[src/rtl/qspi_target.sv]
// QPI-mode memory responder: quad read/write transactions into an internal byte array,
// plus a backdoor host port for preload and inspection.
module qspi_target #(
  parameter int unsigned MEM_BYTES = 256,
  parameter int unsigned DUMMY     = 6,
  parameter logic [7:0]  CMD_READ  = 8'hEB,
  parameter logic [7:0]  CMD_WRITE = 8'h38
) (
  input  logic                         clk,
  input  logic                         reset,
  input  logic                         cs_n,
  input  logic                         sclk,
  input  logic [3:0]                   sd_in,
  output logic [3:0]                   sd_out,
  output logic [3:0]                   sd_oe,
  input  logic [$clog2(MEM_BYTES)-1:0] bd_addr,
  input  logic                         bd_we,
  input  logic [7:0]                   bd_wdata,
  output logic [7:0]                   bd_rdata
);
  localparam int unsigned AW = $clog2(MEM_BYTES);
  localparam int unsigned CW = 8;

  typedef enum logic [2:0] {
    S_IDLE, S_CMD, S_ADDR, S_DUMMY, S_RDATA, S_WDATA, S_IGNORE
  } state_t;

  state_t          state_q, state_d;
  logic            sclk_q;
  logic [CW-1:0]   cnt_q, cnt_d;
  logic [23:0]     sh_q, sh_d, sh_nx;
  logic [AW-1:0]   addr_q, addr_d;
  logic            ph_q, ph_d;
  logic [3:0]      hi_q, hi_d;
  logic            rd_q, rd_d;
  logic [3:0]      sd_out_d, sd_oe_d;
  logic            mem_we;
  logic [7:0]      mem_wdata;
  logic [7:0]      rd_byte;
  logic            rise, fall;
  logic [7:0]      mem [MEM_BYTES];

  assign rise    = sclk & ~sclk_q;
  assign fall    = ~sclk & sclk_q;
  assign sh_nx   = {sh_q[19:0], sd_in};
  // Asynchronous fetch: the byte under addr is always ready well before the presenting Fall.
  assign rd_byte = mem[addr_q];

  always_comb begin
    state_d   = state_q;
    cnt_d     = cnt_q;
    sh_d      = sh_q;
    addr_d    = addr_q;
    ph_d      = ph_q;
    hi_d      = hi_q;
    rd_d      = rd_q;
    sd_out_d  = sd_out;
    sd_oe_d   = sd_oe;
    mem_we    = 1'b0;
    mem_wdata = {hi_q, sd_in};
    if (cs_n) begin
      state_d  = S_IDLE;
      sd_oe_d  = 4'h0;
      sd_out_d = 4'h0;
      cnt_d    = '0;
      ph_d     = 1'b0;
    end else begin
      case (state_q)
        S_IDLE: begin
          state_d = S_CMD;
          cnt_d   = '0;
          sh_d    = '0;
          ph_d    = 1'b0;
        end
        S_CMD: if (rise) begin
          sh_d  = sh_nx;
          cnt_d = cnt_q + CW'(1);
          if (cnt_q == CW'(1)) begin
            cnt_d = '0;
            if (sh_nx[7:0] == CMD_READ) begin
              state_d = S_ADDR;
              rd_d    = 1'b1;
            end else if (sh_nx[7:0] == CMD_WRITE) begin
              state_d = S_ADDR;
              rd_d    = 1'b0;
            end else begin
              state_d = S_IGNORE;
            end
          end
        end
        S_ADDR: if (rise) begin
          sh_d  = sh_nx;
          cnt_d = cnt_q + CW'(1);
          if (cnt_q == CW'(5)) begin
            cnt_d  = '0;
            addr_d = sh_nx[AW-1:0];
            if (!rd_q)           state_d = S_WDATA;
            else if (DUMMY == 0) state_d = S_RDATA;
            else                 state_d = S_DUMMY;
          end
        end
        S_DUMMY: if (rise) begin
          cnt_d = cnt_q + CW'(1);
          if (cnt_q == CW'(DUMMY - 1)) begin
            cnt_d   = '0;
            state_d = S_RDATA;
          end
        end
        S_RDATA: if (fall) begin
          sd_oe_d = 4'hF;
          ph_d    = ~ph_q;
          if (!ph_q) begin
            sd_out_d = rd_byte[7:4];
          end else begin
            sd_out_d = rd_byte[3:0];
            addr_d   = addr_q + AW'(1);
          end
        end
        S_WDATA: if (rise) begin
          ph_d = ~ph_q;
          if (!ph_q) begin
            hi_d = sd_in;
          end else begin
            mem_we = 1'b1;
            addr_d = addr_q + AW'(1);
          end
        end
        default: sd_oe_d = 4'h0;
      endcase
    end
  end

  always_ff @(posedge clk) begin
    if (reset) begin
      state_q  <= S_IDLE;
      sclk_q   <= 1'b0;
      cnt_q    <= '0;
      sh_q     <= '0;
      addr_q   <= '0;
      ph_q     <= 1'b0;
      hi_q     <= 4'h0;
      rd_q     <= 1'b0;
      sd_out   <= 4'h0;
      sd_oe    <= 4'h0;
      bd_rdata <= 8'h00;
    end else begin
      state_q  <= state_d;
      sclk_q   <= sclk;
      cnt_q    <= cnt_d;
      sh_q     <= sh_d;
      addr_q   <= addr_d;
      ph_q     <= ph_d;
      hi_q     <= hi_d;
      rd_q     <= rd_d;
      sd_out   <= sd_out_d;
      sd_oe    <= sd_oe_d;
      bd_rdata <= mem[bd_addr];
    end
  end

  // QSPI write is issued last so it wins over a same-clk backdoor write to its address.
  always_ff @(posedge clk) begin
    if (bd_we) mem[bd_addr] <= bd_wdata;
    if (mem_we && !reset) mem[addr_q] <= mem_wdata;
  end

endmodule

[config.mk]
export PLATFORM = sky130hd
export DESIGN_NAME = qspi_target
export DESIGN_NICKNAME = d
export VERILOG_FILES = /design/src/rtl/qspi_target.sv
export SDC_FILE = /design/constraint.sdc
export NUM_CORES = 2
export LEC_CHECK = 0
export ABC_AREA = 0
export CELL_PAD_IN_SITES_DETAIL_PLACEMENT = 1
export CELL_PAD_IN_SITES_GLOBAL_PLACEMENT = 1
export CORE_ASPECT_RATIO = 1.25
export CORE_MARGIN = 2
export CORE_UTILIZATION = 45
export CTS_CLUSTER_SIZE = 20
export DETAILED_ROUTE_END_ITERATION = 6
export PLACE_DENSITY = 0.79
export SETUP_SLACK_MARGIN = 0.02
export SLEW_MARGIN = 25
export SYNTH_ARGS = -nofsm -noshare
export SYNTH_HDL_FRONTEND = slang
export SYNTH_SLANG_ARGS = --single-unit
[constraint.sdc]
create_clock -name clk -period 5.6 [get_ports clk]
set_clock_uncertainty 0.05 [all_clocks]
set_input_delay 1.68 -clock clk [delete_from_list [all_inputs] [get_ports clk]]
set_output_delay 1.68 -clock clk [all_outputs]
set_load 0.005 [all_outputs]
Word level (Yosys, flattened, before mapping)
Memory sizes are Yosys's and may differ from the RTL's. A register that Yosys moved wholly into a read port is not among the register bits.
Cells that the tools add are included.
{"block": "classes", "addsub": 2, "n_eq_ne": 19, "muxes": 41, "n_bitwise": 7, "n_reduce_logical": 22}
{"cell": "two-way mux 8 bit", "count": 11}
{"cell": "one-hot mux 8 bit (3 select lines)", "count": 2}
{"cell": "two-way mux 3 bit", "count": 9}
{"cell": "adder 8 x 1 -> 8 bit (second input constant)", "count": 2}
{"cell": "inequality test 2 bit (second input constant)", "count": 8}
{"cell": "one-hot mux 4 bit (2 select lines)", "count": 2}
{"cell": "two-way mux 1 bit", "count": 12}
{"cell": "two-way mux 4 bit", "count": 3}
{"cell": "one-hot mux 3 bit (4 select lines)", "count": 1}
{"cell": "AND reduction 3 bit", "count": 3}
{"cell": "nonzero test 3 bit", "count": 3}
{"cell": "equality test 8 x 1 -> 1 bit (second input constant)", "count": 1}
{"cell": "equality test 8 x 3 -> 1 bit (second input constant)", "count": 1}
{"cell": "equality test 8 x 6 -> 1 bit (second input constant)", "count": 1}
{"cell": "equality test 8 bit (second input constant)", "count": 1}
{"cell": "AND reduction 7 bit", "count": 1}
{"cell": "equality test 3 x 2 -> 1 bit (second input constant)", "count": 2}
{"cell": "equality test 3 bit (second input constant)", "count": 2}
{"cell": "AND reduction 6 bit", "count": 1}
{"cell": "OR reduction 2 bit", "count": 3}
{"cell": "NOT 1 bit", "count": 5}
{"cell": "AND reduction 5 bit", "count": 1}
{"cell": "OR reduction 5 bit", "count": 1}
{"cell": "inequality test 2 x 1 -> 1 bit (second input constant)", "count": 2}
{"cell": "10 further kinds", "count": 13}
{"block": "word_totals", "register_bits": 38, "ram_bits": 2048, "inputBits": 25, "word_cells": 102, "mem_count": 1}
{"name": "mem", "depth": 256, "word_bits": 8, "read_ports": 2, "rd_clocked_by_memory_dff": 2, "write_ports": 2, "line_no": "41", "text": "logic [7:0] mem [MEM_BYTES];"}

Depth between registers and ports, before layout
{"block": "logic_depth", "depth_word": 8, "mapped_depth": 13, "depth_no_buf": 8}

Worst setup path before layout
Ideal clock, no wire load.
{"block": "synth_path", "kind": "input port to flip-flop", "startpoint": "in bd_addr[1]", "endpoint": "mem mem[138][0], enable pin", "arrival_time_ps": 3968, "required_ps": 5174, "path_slack_ps": 1205, "path_stages": 9, "path_buffers": 6, "path_cell_list": "buf_2 > buf_4 > buf_2 > clkbuf_1 > clkbuf_1 > nor2b_1 > nand3_1 > buf_2 > o22ai_1"}
{"element": "from (decl)", "line_no": "16", "text": "input logic [$clog2(MEM_BYTES)-1:0] bd_addr,"}
{"element": "to (decl)", "line_no": "41"}

==> results.txt <==
The net count of the finished layout came out at 7996. After technology mapping, the gate count stands at 7991. sky130_fd_sc_hd__edfxtp_1 takes more of the synthesized area than any other cell. The transition time at the pin with the least slew margin came out at 1.329 ns. Data arrives at the worst endpoint at 5.22 ns.

The power per unit of standard cell area came out at 253.7 mW/mm^2. The post-CTS resize count came out at 0. The effective utilization at floorplan is 45.22%. The most used routing layer in global routing is met2. The non-filler instance count after layout is 11.90k. The first global-routing pass estimated 730700 um of wire. At the end of the flow the core is filled with cells to 50.35%. Summed over all nets, the half-perimeter wirelength after detailed placement is 354200 um.

Global routing consumed, on the met1 layer, 41.92% of the routing resources. The worst-path maximum fanout came out at 16. The count of distinct cell types in the synthesized netlist is 79. The via count is 87.40k. The total number of placement rows came out at 217. TritonCTS built the clock tree. The critical path goes through clkdlybuf4s50_1, nor2b_2, buf_4, nand2_1, o22ai_1, buf_4. In the routed design, unresolved DRC markers number 0. The share of power burned in combinational logic came out at 9.6%. The share of the synthesized area in the top cell type is 48.68%. The setup slack after layout is 0.9699 ns.

For met3 alone, demand over resource in global routing was 10.56%. Leaving out fill and tap cells, the most frequent cells in the layout are sky130_fd_sc_hd__mux2_2, sky130_fd_sc_hd__edfxtp_1, sky130_fd_sc_hd__mux4_2. On the critical path the largest part of the delay comes from buffers and inverters. The worst-case hold slack came out at 0.4559 ns. After the first detailed-routing iteration, the DRC count stood at 12.60k. After clock tree synthesis, the clock-pin slew on the worst setup and hold paths is 0.06 ns. Counting flops with an async set or reset pin after synthesis yields a share of 0%. The depth of the CTS H-tree is 4.

Measured along the y axis, the die boundary spans 596.4 um. The setup path with the least slack is of type primary input to flop. The congestion estimate from routability-driven global placement came to 1.013. The number of setup buffers added after CTS came out at 0. The total nets after synthesis is 8022. By instance count, the cell type seen most on the critical path is sky130_fd_sc_hd__buf_4. The delay of the slowest cell on the worst path is 0.89 ns. Along the worst hold path, the cell count comes to 2. Net switching is 24.61% of the power. The hold buffer count at CTS is 0. After detailed routing, the average wire length per cell comes to 44.16 um.

The category of the worst setup path launch point is a primary input. The clock sink count is 2099. The total die area is 0.2850 mm^2.

The core region is 0.2794 mm^2. The kind of capture point of the worst setup path is a flop. The run finished with clean final reports.

The global router's overall resource usage is 36.35%. The signed area change from the synthesized netlist to the final layout is 11.34%. By area the synthesized netlist is led by sky130_fd_sc_hd__edfxtp_1, sky130_fd_sc_hd__mux4_2, sky130_fd_sc_hd__mux2_2, sky130_fd_sc_hd__clkbuf_1, sky130_fd_sc_hd__o22ai_1. Setup violations remaining at the end of the flow were counted as 0. The cell depth of the worst flop-to-flop path came out at 8.

The share of the clock period used by the worst path after layout is 82.68%. The data required time of the critical path is 6.19 ns. The root buffer cell chosen for the clock tree is sky130_fd_sc_hd__clkbuf_16. The setup total negative slack came out at 0 ns. OpenSTA, run right after detailed placement, puts the worst setup slack at 0.3079 ns. The via count normalized by instance count is 7.343. During placement, the flow inserted port buffers numbering 40. The mapped netlist covers 0.1263 mm^2. The power spent charging and discharging nets is 8.782 mW.

The worst slew slack as a fraction of its limit is 11.41%. For this design the static power due to leakage is 42.56 nW. The upper clock frequency limit is 0.2160 GHz. The total count of hold-check failures in the final report came out at 0. The post-route netlist has 55.14% of its cells at a drive strength greater than 1.

Counting both buffers and inverters, the worst setup path holds a total of 3. The total number of cells along the worst setup path came out at 6. The number of max-cap violations came out at 0. Summed over all layers, the routed wires come to 525600 um. The most frequent standard cell in the layout excluding fill and tap cells is sky130_fd_sc_hd__mux2_2. The largest net degree at the start of global routing is 133. The global routing met2 resource utilization came out at 56.31%. Setup repair after global routing left no endpoint under its margin. Sequential elements use 49.49% of the synthesized area. The tightest min-delay check is of the flop to flop type. Counting the buffers created by CTS gives 222.

The via count of the first global-routing pass came to 89.14k. The detail route stage leaves a number of antenna-violating nets equal to 0. The internal power summed over all cells is 26.90 mW. The remaining global-route overflow is 0.

The number of search-and-repair iterations in the first detailed-routing pass is 6. The peak supply drop came out at 0.2473 mV. The count of flip-flops with a built-in enable after synthesis is 2048. The number of primary I/O pins is 41. The number of slew-limit violations in the final report is 0.

The initial antenna violation count is 37. The clock network fraction of total power is 41.8%. The share of power burned in registers came out at 48.6%. The total placed cells including tap cells is 11.46k. In this run the horizontal extent of the chip is 477.9 um. The largest buffer count on any clock path came out at 4. The number of synthesized register bits came out at 2099. The average instance in the mapped netlist occupies 15.81 um^2.

The total number of yosys warnings came out at 0. Clock latency on the worst-skew pair, taken at its later pin, is 0.95 ns. For this run, the leading register cell type out of synthesis is sky130_fd_sc_hd__edfxtp_1. The slowest stage of the critical path is the sky130_fd_sc_hd__clkdlybuf4s50_1 cell. The shortest period the worst path allows came out at 4.630 ns.
-- metal layers --
| metal | part of all wire (%) | vias to the layer above | wire length (um) |
|---|---|---|---|
| met1 | 32 | 45938 | 168500 |
| met2 | 46 | 6706 | 240900 |
| li1 | - | 32778 | - |
| met5 | 0.049 | - | 258 |
| met3 | 12 | 1943 | 62570 |
| met4 | 10 | 33 | 53310 |
-- synthesized netlist by cell type, types with 12 or more instances --
master                     number
sky130_fd_sc_hd__nand3_1      107
sky130_fd_sc_hd__nor3_1        59
sky130_fd_sc_hd__mux2_2      2082
sky130_fd_sc_hd__dfxtp_1       51
sky130_fd_sc_hd__o221ai_1      39
sky130_fd_sc_hd__mux2i_1      165
sky130_fd_sc_hd__nor4_1        16
sky130_fd_sc_hd__nand4_1       17
sky130_fd_sc_hd__buf_2        138
sky130_fd_sc_hd__nand2b_1      24
sky130_fd_sc_hd__and2_1        12
sky130_fd_sc_hd__o22ai_1      312
sky130_fd_sc_hd__nor2_2       129
sky130_fd_sc_hd__a211oi_1      26
sky130_fd_sc_hd__mux4_2      1076
sky130_fd_sc_hd__clkbuf_1     686
sky130_fd_sc_hd__nand2_1      143
sky130_fd_sc_hd__buf_6         34
sky130_fd_sc_hd__a21oi_1       73
sky130_fd_sc_hd__buf_1         44
sky130_fd_sc_hd__a22oi_1       86
sky130_fd_sc_hd__buf_4         70
sky130_fd_sc_hd__a221oi_1      15
sky130_fd_sc_hd__a22o_1        18
sky130_fd_sc_hd__o21ai_0       54
sky130_fd_sc_hd__nor2_4       109
sky130_fd_sc_hd__or3_1         12
sky130_fd_sc_hd__nor2b_1       50
sky130_fd_sc_hd__a31oi_1       21
sky130_fd_sc_hd__nor2_1       114
sky130_fd_sc_hd__edfxtp_1    2048
-- worst min-delay path, cell delays in order (launching register included) --
cell	delay [ns]
sky130_fd_sc_hd__dfxtp_1	0.33
sky130_fd_sc_hd__nand2b_1	0.07
sky130_fd_sc_hd__a21oi_1	0.06
-- power by group through the flow --
stage	logic, mW	registers, mW	clock network (mW)
after floorplan	2.03	17.6	0
after global placement	3.17	17.7	0
after detailed placement	3.26	17.7	0
after CTS	3.29	17.3	14.9
after global routing	3.46	17.3	15.5
final	3.43	17.3	14.9
-- state kept, by name, indices dropped and copies added (netlist names), 3 cells and up, named ones only --
signal    flops
hi_q          4
mem        2048
bd_rdata      8
sd_out        4
cnt_q         8
sh_q          4
state_q       3
addr_q        8
-- metrics by stage --
step / instance area (um^2) / total power, mW
final: 140700 / 35.68
after detailed placement: 133600 / 20.92
after global placement: 133500 / 20.82
after CTS: 140600 / 35.55
after floorplan: 126300 / 19.64
after global routing: 140600 / 36.24
-- logic make-up after synthesis --
| group | count (synthesis) | share of synthesized area [%] |
|---|---|---|
| AND/OR/NAND/NOR | 843 | 3.993 |
| AO/OA/AOI/OAI | 724 | 3.862 |
| buffers and inverters | 987 | 3.488 |
| flip-flops | 2099 | 49.49 |
| multiplexers | 3323 | 39.05 |
| adder cells (fa/ha/maj) | 7 | 0.06734 |
| XOR/XNOR | 8 | 0.05546 |
-- path summary, 6_finish.rpt --
kind / start / slack [ns] / to
worst max register to register: flop / 1.32 / sd_out[3]
worst min register to register: sh_q[1] / 0.46 / sh_q[1]
worst min-delay path: sh_q[1] / 0.46 / sh_q[1]
worst max-delay path: bd_addr[4] / 0.97 / mem[208][4]
-- final cells by class --
cell class | count | area (um^2)
Fill cell | 25983 | 138700
Sequential cell | 2099 | 62550
Multi-Input combinational cell | 4905 | 59790
Timing Repair Buffer | 723 | 6566
Clock buffer | 273 | 5789
Tap cell | 3723 | 4658
Clock inverter | 130 | 1171
Antenna cell | 35 | 87.58
Inverter | 14 | 53.80
Note: power is estimated with default switching activity, not from simulation.
